===== config.mk =====
export PLATFORM = sky130hd
export DESIGN_NAME = mem_line_write_engine
export DESIGN_NICKNAME = d
export VERILOG_FILES = /design/src/rtl/mybus_pkg.sv /design/src/rtl/rr_arbiter.sv /design/src/rtl/mem_line_write_engine.sv
export SDC_FILE = /design/constraint.sdc
export NUM_CORES = 2
export LEC_CHECK = 0
export CORE_AREA = 3 3 479 481
export CTS_CLUSTER_DIAMETER = 80
export DETAILED_ROUTE_END_ITERATION = 6
export DIE_AREA = 0 0 482 484
export REMOVE_ABC_BUFFERS = 1
export SYNTH_ARGS = -nofsm -noshare
export SYNTH_HDL_FRONTEND = slang
export SYNTH_HIERARCHICAL = 1
export SYNTH_SLANG_ARGS = --single-unit

===== constraint.sdc =====
create_clock -name clk -period 29.7 [get_ports clk]
set_input_delay 5.94 -clock clk [delete_from_list [all_inputs] [get_ports clk]]
set_output_delay 5.94 -clock clk [all_outputs]
set_load 0.02 [all_outputs]

===== src/rtl/mybus_pkg.sv =====
// Shared MYBUS definitions used by the line write engine and its sibling engines.
//   TAG_W          width of the bus request tag
//   WRITE_MEM_TAG  tag driven while a write-memory beat is on the bus
//   mem_wr_state_e write engine state encoding
package mybus_pkg;

  localparam int unsigned TAG_W = 4;

  localparam logic [TAG_W-1:0] WRITE_MEM_TAG = 4'h2;

  typedef enum logic [1:0] {
    StIdle,
    StAddr,
    StData,
    StDone
  } mem_wr_state_e;

endpackage


===== src/rtl/rr_arbiter.sv =====
// Round-robin arbiter: picks the first asserted request at or after ptr, wrapping
// around. Purely combinational; the caller owns and advances the pointer.
//   req        request vector
//   ptr        highest-priority index for this cycle (must be < N)
//   grant      one-hot grant (zero when no request)
//   grant_idx  binary index of the granted request
//   any_req    at least one request asserted
module rr_arbiter #(
  parameter int unsigned N = 2,
  localparam int unsigned IDXW = (N > 1) ? $clog2(N) : 1
) (
  input  logic [N-1:0]    req,
  input  logic [IDXW-1:0] ptr,
  output logic [N-1:0]    grant,
  output logic [IDXW-1:0] grant_idx,
  output logic            any_req
);

  int unsigned idx;
  logic        found;

  always_comb begin
    grant     = '0;
    grant_idx = '0;
    found     = 1'b0;
    idx       = 0;
    for (int unsigned off = 0; off < N; off++) begin
      idx = (int'(ptr) + off) % N;
      if (!found && req[IDXW'(idx)]) begin
        found              = 1'b1;
        grant[IDXW'(idx)]  = 1'b1;
        grant_idx          = IDXW'(idx);
      end
    end
  end

  assign any_req = |req;

endmodule


===== src/rtl/mem_line_write_engine.sv =====
// Multi-channel cache-line write-back engine. Accepts line write requests from
// NUM_CH clients (round-robin) and serialises each onto the shared bus as one
// address beat followed by len data beats, each beat held until bus_reqack.
//   clk, reset   clock, synchronous active-high reset
//   req_valid    per-client line write request
//   req_addr     per-client line address (ADDR_BITS each)
//   req_data     per-client line data, beat k at [k*BEAT_BITS +: BEAT_BITS]
//   req_len      per-client beat count, 0 means a full line
//   req_ready    one-hot pulse, request accepted this cycle
//   req_done     one-hot pulse, all beats of that client's write accepted
//   bus_bid      bus ownership bid
//   bus_reqcyc   beat valid on bus_req
//   bus_reqtag   write-memory tag while bus_reqcyc is high
//   bus_req      address or data beat
//   bus_reqack   bus accepted the current beat
//   bus_respack  tied low, writes carry no response
module mem_line_write_engine
  import mybus_pkg::*;
#(
  parameter int unsigned NUM_CH    = 2,
  parameter int unsigned LINE_BITS = 512,
  parameter int unsigned BEAT_BITS = 64,
  parameter int unsigned ADDR_BITS = 64,
  localparam int unsigned BEATS    = LINE_BITS / BEAT_BITS,
  localparam int unsigned LENW     = $clog2(BEATS + 1)
) (
  input  logic                        clk,
  input  logic                        reset,
  input  logic [NUM_CH-1:0]           req_valid,
  input  logic [NUM_CH*ADDR_BITS-1:0] req_addr,
  input  logic [NUM_CH*LINE_BITS-1:0] req_data,
  input  logic [NUM_CH*LENW-1:0]      req_len,
  output logic [NUM_CH-1:0]           req_ready,
  output logic [NUM_CH-1:0]           req_done,
  output logic                        bus_bid,
  output logic                        bus_reqcyc,
  output logic [TAG_W-1:0]            bus_reqtag,
  output logic [BEAT_BITS-1:0]        bus_req,
  input  logic                        bus_reqack,
  output logic                        bus_respack
);

  localparam int unsigned CHW  = (NUM_CH > 1) ? $clog2(NUM_CH) : 1;
  localparam int unsigned BIDX = (BEATS > 1) ? $clog2(BEATS) : 1;

  if (NUM_CH < 1) begin : g_bad_ch
    $error("NUM_CH must be at least 1");
  end
  if ((LINE_BITS % BEAT_BITS) != 0) begin : g_bad_beat
    $error("LINE_BITS must be a multiple of BEAT_BITS");
  end

  mem_wr_state_e                   state_q;
  logic [CHW-1:0]                  rr_ptr_q;
  logic [CHW-1:0]                  grant_idx_q;
  logic [LENW-1:0]                 len_q;
  logic [LENW-1:0]                 beat_cnt_q;
  logic [BEATS-1:0][BEAT_BITS-1:0] line_buf_q;

  logic                 bus_bid_q;
  logic                 bus_reqcyc_q;
  logic [TAG_W-1:0]     bus_reqtag_q;
  logic [BEAT_BITS-1:0] bus_req_q;
  logic [NUM_CH-1:0]    req_done_q;

  logic [NUM_CH-1:0]    grant;
  logic [CHW-1:0]       grant_idx;
  logic                 any_req;

  logic [ADDR_BITS-1:0] sel_addr;
  logic [LINE_BITS-1:0] sel_data;
  logic [LENW-1:0]      sel_len;
  logic [LENW-1:0]      sel_len_eff;
  logic [CHW-1:0]       rr_ptr_nxt;
  logic [LENW-1:0]      beat_nxt;
  logic                 last_beat;

  rr_arbiter #(
    .N (NUM_CH)
  ) u_arb (
    .req       (req_valid),
    .ptr       (rr_ptr_q),
    .grant     (grant),
    .grant_idx (grant_idx),
    .any_req   (any_req)
  );

  // Selected client's request fields, used only when latching in idle.
  always_comb begin
    sel_addr    = req_addr[grant_idx*ADDR_BITS +: ADDR_BITS];
    sel_data    = req_data[grant_idx*LINE_BITS +: LINE_BITS];
    sel_len     = req_len[grant_idx*LENW +: LENW];
    sel_len_eff = (sel_len == '0) ? LENW'(BEATS) : sel_len;
    rr_ptr_nxt  = (grant_idx == CHW'(NUM_CH - 1)) ? '0 : grant_idx + 1'b1;
    beat_nxt    = beat_cnt_q + 1'b1;
    last_beat   = (beat_cnt_q == len_q - 1'b1);
  end

  // Bus outputs are registered and loaded one cycle ahead, so the beat on the
  // bus in the data state always equals line_buf_q[beat_cnt_q].
  always_ff @(posedge clk) begin
    if (reset) begin
      state_q      <= StIdle;
      rr_ptr_q     <= '0;
      grant_idx_q  <= '0;
      len_q        <= '0;
      beat_cnt_q   <= '0;
      bus_bid_q    <= 1'b0;
      bus_reqcyc_q <= 1'b0;
      bus_reqtag_q <= '0;
      bus_req_q    <= '0;
      req_done_q   <= '0;
    end else begin
      req_done_q <= '0;
      unique case (state_q)
        StIdle: begin
          if (any_req) begin
            line_buf_q   <= sel_data;
            len_q        <= sel_len_eff;
            grant_idx_q  <= grant_idx;
            rr_ptr_q     <= rr_ptr_nxt;
            beat_cnt_q   <= '0;
            bus_bid_q    <= 1'b1;
            bus_reqcyc_q <= 1'b1;
            bus_reqtag_q <= WRITE_MEM_TAG;
            bus_req_q    <= BEAT_BITS'(sel_addr);
            state_q      <= StAddr;
          end
        end
        StAddr: begin
          if (bus_reqack) begin
            bus_req_q <= line_buf_q[0];
            state_q   <= StData;
          end
        end
        StData: begin
          if (bus_reqack) begin
            if (last_beat) begin
              bus_bid_q    <= 1'b0;
              bus_reqcyc_q <= 1'b0;
              bus_reqtag_q <= '0;
              bus_req_q    <= '0;
              req_done_q   <= NUM_CH'(1) << grant_idx_q;
              state_q      <= StDone;
            end else begin
              beat_cnt_q <= beat_nxt;
              bus_req_q  <= line_buf_q[BIDX'(beat_nxt)];
            end
          end
        end
        StDone: begin
          beat_cnt_q <= '0;
          state_q    <= StIdle;
        end
        default: state_q <= StIdle;
      endcase
    end
  end

  // Acceptance is the only same-cycle response; it is suppressed under reset.
  assign req_ready   = ((state_q == StIdle) && !reset) ? grant : '0;
  assign req_done    = req_done_q;
  assign bus_bid     = bus_bid_q;
  assign bus_reqcyc  = bus_reqcyc_q;
  assign bus_reqtag  = bus_reqtag_q;
  assign bus_req     = bus_req_q;
  assign bus_respack = 1'b0;

endmodule

==> After elaboration in Yosys (flattened, before gate mapping) <==
Cells that the tools add are included.
{ "totals": {"mem_count": 0, "romBits": 0, "ram_bits": 0, "latch_bits": 0, "inputBits": 1165, "elab_cells": 103, "regBits": 595} }
{ "op_classes": {"n_shift": 4, "reduce_logical": 19, "n_mux": 40, "addsub": 4, "n_bitwise": 5, "div_mod_pow": 0, "n_eq_ne": 9, "order_cmp": 5, "mul": 0} }
{ "op_table": {"columns": ["op", "n"], "rows": [
  ["$shiftx A1024 B11 Y512", 1],
  ["$mux W64", 5],
  ["$bmux W64 S3", 1],
  ["$pmux W64 S3", 1],
  ["$shiftx A128 B8 Y64", 1],
  ["$mux W4", 7],
  ["$reduce_and A4 Y1", 4],
  ["$mux W2", 7],
  ["$mux W1", 13],
  ["$pmux W4 S3", 1],
  ["$ne A2 B2 Y1 const B", 5],
  ["$pmux W2 S4", 1],
  ["$pmux W4 S2", 1],
  ["$shiftx A8 B4 Y4", 1],
  ["$reduce_bool A3 Y1", 2],
  ["$add A4 B1 Y4 const B", 1],
  ["$eq A2 B2 Y1 const B", 2],
  ["$eq A4 B4 Y1", 1],
  ["$logic_and A1 B1 Y1", 4],
  ["$logic_not A4 Y1", 1],
  ["$lt A1 B2 Y1 const B", 2],
  ["$lt A3 B4 Y1 const B", 1],
  ["$not A1 Y1", 4],
  ["$reduce_or A4 Y1", 1],
  ["14 further kinds", 18]
]} }

==> Logic depth before layout (Yosys ltp) <==
{ "logic_depth": {"ltp_word": 9, "mapped_depth": 10} }

==> Modules after synthesis <==
Netlist, hierarchy kept.
{ "modules_own_cells": {"columns": ["module", "area_per_inst_um2", "instances", "cells_per_inst"], "rows": [
  ["mem_line_write_engine", 30580.6, 1, 2479],
  ["rr_arbiter", 32.5, 1, 5]
]} }

==> Worst setup path before layout <==
No wires, ideal clock.
{ "synth_path": {"path_kind": "input port to flip-flop", "start": "input reset", "end": "register line_buf_q[0] in the netlist's numbering (enable)", "cell_stages": 3, "path_buffers": 2, "slack_ns": 0.743, "setup_ns": 1.399, "arrival_ns": 27.558, "path_cell_list": "clkbuf_1 clkbuf_1 nor2_1"} }
{ "synth_between": {"elab_chain_len": 2} }
{ "synth_lines": {"columns": ["element", "line_no", "rtl"], "rows": [
  ["start, declared", "mem_line_write_engine.sv:28", "input logic reset,"],
  ["$not A1 Y1 (no source line)", null, null],
  ["$reduce_and A3 Y1 (no source line)", null, null],
  ["end signal, assigned", "mem_line_write_engine.sv:118", "line_buf_q <= sel_data;"],
  ["end, declared", "mem_line_write_engine.sv:58", "logic [BEATS-1:0][BEAT_BITS-1:0] line_buf_q;"]
]} }
No other way between the ends.
A chain may end at the register's enable or synchronous reset.

==> Worst setup path after layout <==
{ "layout_path": {"start": "input req_valid[0]", "end": "output req_ready[0]"} }
{ "layout_between": {"elab_chain_len": 7} }
{ "layout_lines": {"columns": ["element", "line_no", "rtl"], "rows": [
  ["start, declared", "mem_line_write_engine.sv:29", "input logic [NUM_CH-1:0] req_valid,"],
  ["$mux W1 (implied by the code) (2 in series)", "rr_arbiter.sv:29", "if (!found && req[IDXW'(idx)]) begin"],
  ["$mux W1", "rr_arbiter.sv:29", null],
  ["$logic_not A1 Y1", "rr_arbiter.sv:29", null],
  ["$logic_and A1 B1 Y1", "rr_arbiter.sv:29", null],
  ["$mux W2 *", "rr_arbiter.sv:29", null],
  ["named net grant[0]", "mem_line_write_engine.sv:66", "logic [NUM_CH-1:0] grant;"],
  ["$mux W2 *", "mem_line_write_engine.sv:161", "assign req_ready = ((state_q == StIdle) && !reset) ? grant : '0;"],
  ["end, declared", "mem_line_write_engine.sv:33", "output logic [NUM_CH-1:0] req_ready,"]
]} }
The timed path passes the listed nets; every way through them passes the cells marked *. The select of a mux whose other input is x is not followed.

==> impl_metrics.ini <==
[status]
outcome = finished, final reports clean

[worst_setup_path]
path_common_cell = clkdlybuf4s50_1
arrival_ps = 7480
max_stage_delay_ps = 610
endpoint_kind = output port
critical_path_required_ps = 23760
cp_max_fo = 4
startpoint_type = input pin
criticalPathCategory = in -> out
path_cells = clkdlybuf4s50_1 -> a21boi_1 -> and3_1 -> clkdlybuf4s50_1
crit_slowest_cell = clkdlybuf4s50_1

[global_routing]
grt_pass1_vias = 26500
grt.total_usage_pct = 16.56
overflow = 0
grt_max_degree = 145
grt_pass1_wl_um = 254800
antenna_found_initial = 241

[die]
fp-row-count = 174
die-height_um = 484
start_util_pct = 13.60
die_x_um = 482
num_io_pins = 1240
die-area_um2 = 233300
core_um2 = 225100

[sta]
worst_pin_slew_ps = 1051
setup_viol = 0
fin_crit_ps = 13420
final_hold_viol_count = 0
hold_ws_ps = 524.2
fin_worst_skew_ps = 29.57
max_freq_mhz = 74.50
period_share_pct = 45.20
finalMaxSlewViolations = 0
rsz0062_at_grt = no
slew_headroom_pct = 29.90

[drt]
wl_um = 203800
dr.pass1.iters = 6
ant_nets = 0
vias = 27120
via_per_inst = 4.001
wl_per_cell_um = 30.07
drc = 0
drt_first_iter_violations = 2079

[layout]
fin_util_pct = 21.83
fin_area_um2 = 49140
layout_commonest_cell = clkdlybuf4s50_1
fin_nets = 4827
final_cell_mix = clkdlybuf4s50_1 (1,234), mux2_2 (512), edfxtp_1 (512)
layout.cells.non_filler = 6778
layout-drive-gt1-share_pct = 18.66
area_growth_pct = 60.53

[synthesis]
synth-edff-count = 512
async_reset_ff_share_pct = 0
synth_cell_types = 41
avgSynthCellArea_um2 = 12.32
syn_inst = 2484
synth_ff_type = edfxtp_1
synth.ff_latch_count = 591
netlist_area_um2 = 30610
ys_seq_area_share_pct = 55.39
yosysWarnings = 6

[placement]
place_area_um2 = 46260
io_buffers = 1235
dp.cells = 6565
place.gp.congestion = 0.9253
hpwl_um = 166600

[clock_tree]
clock_latency_ps = 690
ctsHoldBuffers = 0
htreeDepth = 3
cts_buffers = 81
cts_root_buffer = clkbuf_16
cts_resized = 0
cts_tree = done
cts_setup_buffers = 0
cts_sinks = 591
clk_pin_slew_ps = 60
clk_path_buf_depth = 3

[power_and_ir_drop]
power.total_mw = 3.334
p_per_area_nw_per_um2 = 67.83
leakagePower_nw = 16.42
ir_drop_v = 0.00004634

[hold_path]
hold_class = reg -> reg

[job]
drv_cap = 0
per-stage QoR:
stage                     TNS [ps]  worst slack (ps)
after floorplan           -4581050             -7935
after global placement           0             16240
after detailed placement         0             16280
after CTS                        0             16280
after global routing             0             16250
final                            0             16280
power by group:
part           internal (mW)  leakage [nW]  switching (mW)
clock network          0.600          1.33           0.421
logic                  0.483          9.65           0.640
registers               1.12          5.44          0.0734
sequential cells by signal, indices dropped and copies added, names as in the netlist:
signal	flops
bus_reqtag	1
line_buf_q	512
req_done	2
len_q	4
grant_idx_q	1
bus_req	64
state_q	2
rr_ptr_q	1
beat_cnt_q	4
cells by family after synthesis:
group | after synthesis | share of synthesized area [%]
and+or+nand+nor | 753 | 11.01
other | 1 | 0.01225
DFF | 591 | 55.39
buffers and inverters | 202 | 3.118
muxes | 709 | 25.27
xor gates and xnor gates | 8 | 0.2779
adders and majority gates | 6 | 0.2452
AOI/OAI and AO/OA | 214 | 4.672
synth_stat cells (all sizes together) (2+ instances only):
cell	count	share of area, %
edfxtp	512	50
nand4	64	1.3
ha	6	0.25
or2	2	0.041
mux2i	197	6.4
nor2	12	0.15
xor2	2	0.057
and3	3	0.061
a31oi	3	0.061
a21boi	3	0.074
o22ai	64	1.3
o21ai	67	1.1
a32oi	64	1.8
nand2	460	5.6
xnor2	5	0.14
clkbuf	67	0.82
dfxtp	79	5.2
mux2	512	19
a211oi	5	0.12
nand3	132	2.2
nor3	7	0.13
buf	125	2.2
a21oi	4	0.065
inv	10	0.12
a21o	2	0.049
nor2b	2	0.041
nand2b	66	1.3
and2	3	0.061
layout make-up:
cell class / count / area [µm²]
flip-flops and latches: 591 / 16960
multi-input cells: 1694 / 12810
well taps: 2992 / 3744
fillers: 24330 / 176000
clock buffers: 102 / 2156
inverters: 10 / 37.54
clock inverters: 49 / 570.5
repair buffers: 1278 / 12710
diodes: 62 / 155.1
metal layers:
metal	wire [µm]	vias up	GRT usage, %
met5	1022	-	0
met4	7729	160	6.115
met3	26310	504	8.825
met2	94080	1644	27.18
met1	74650	13100	17.96
li1	-	11710	-
path summary, 6_finish.rpt:
kind / start / to / slack, ps / cells past startpoint
hold / removal: state_q[1] / state_q[1] / 520 / 2
setup reg to reg: beat_cnt_q[0] / bus_req[40] / 24490 / 10
hold reg to reg: state_q[1] / state_q[1] / 520 / 2
setup / recovery: req_valid[0] / req_ready[0] / 16280 / 4
worst max-delay path: cells and delay by family:
kind | cells | cell delay (ps)
and+or+nand+nor | 1 | 180
buffers and inverters | 2 | 1170
AOI/OAI and AO/OA | 1 | 190
(Power assumes the default switching activity.)
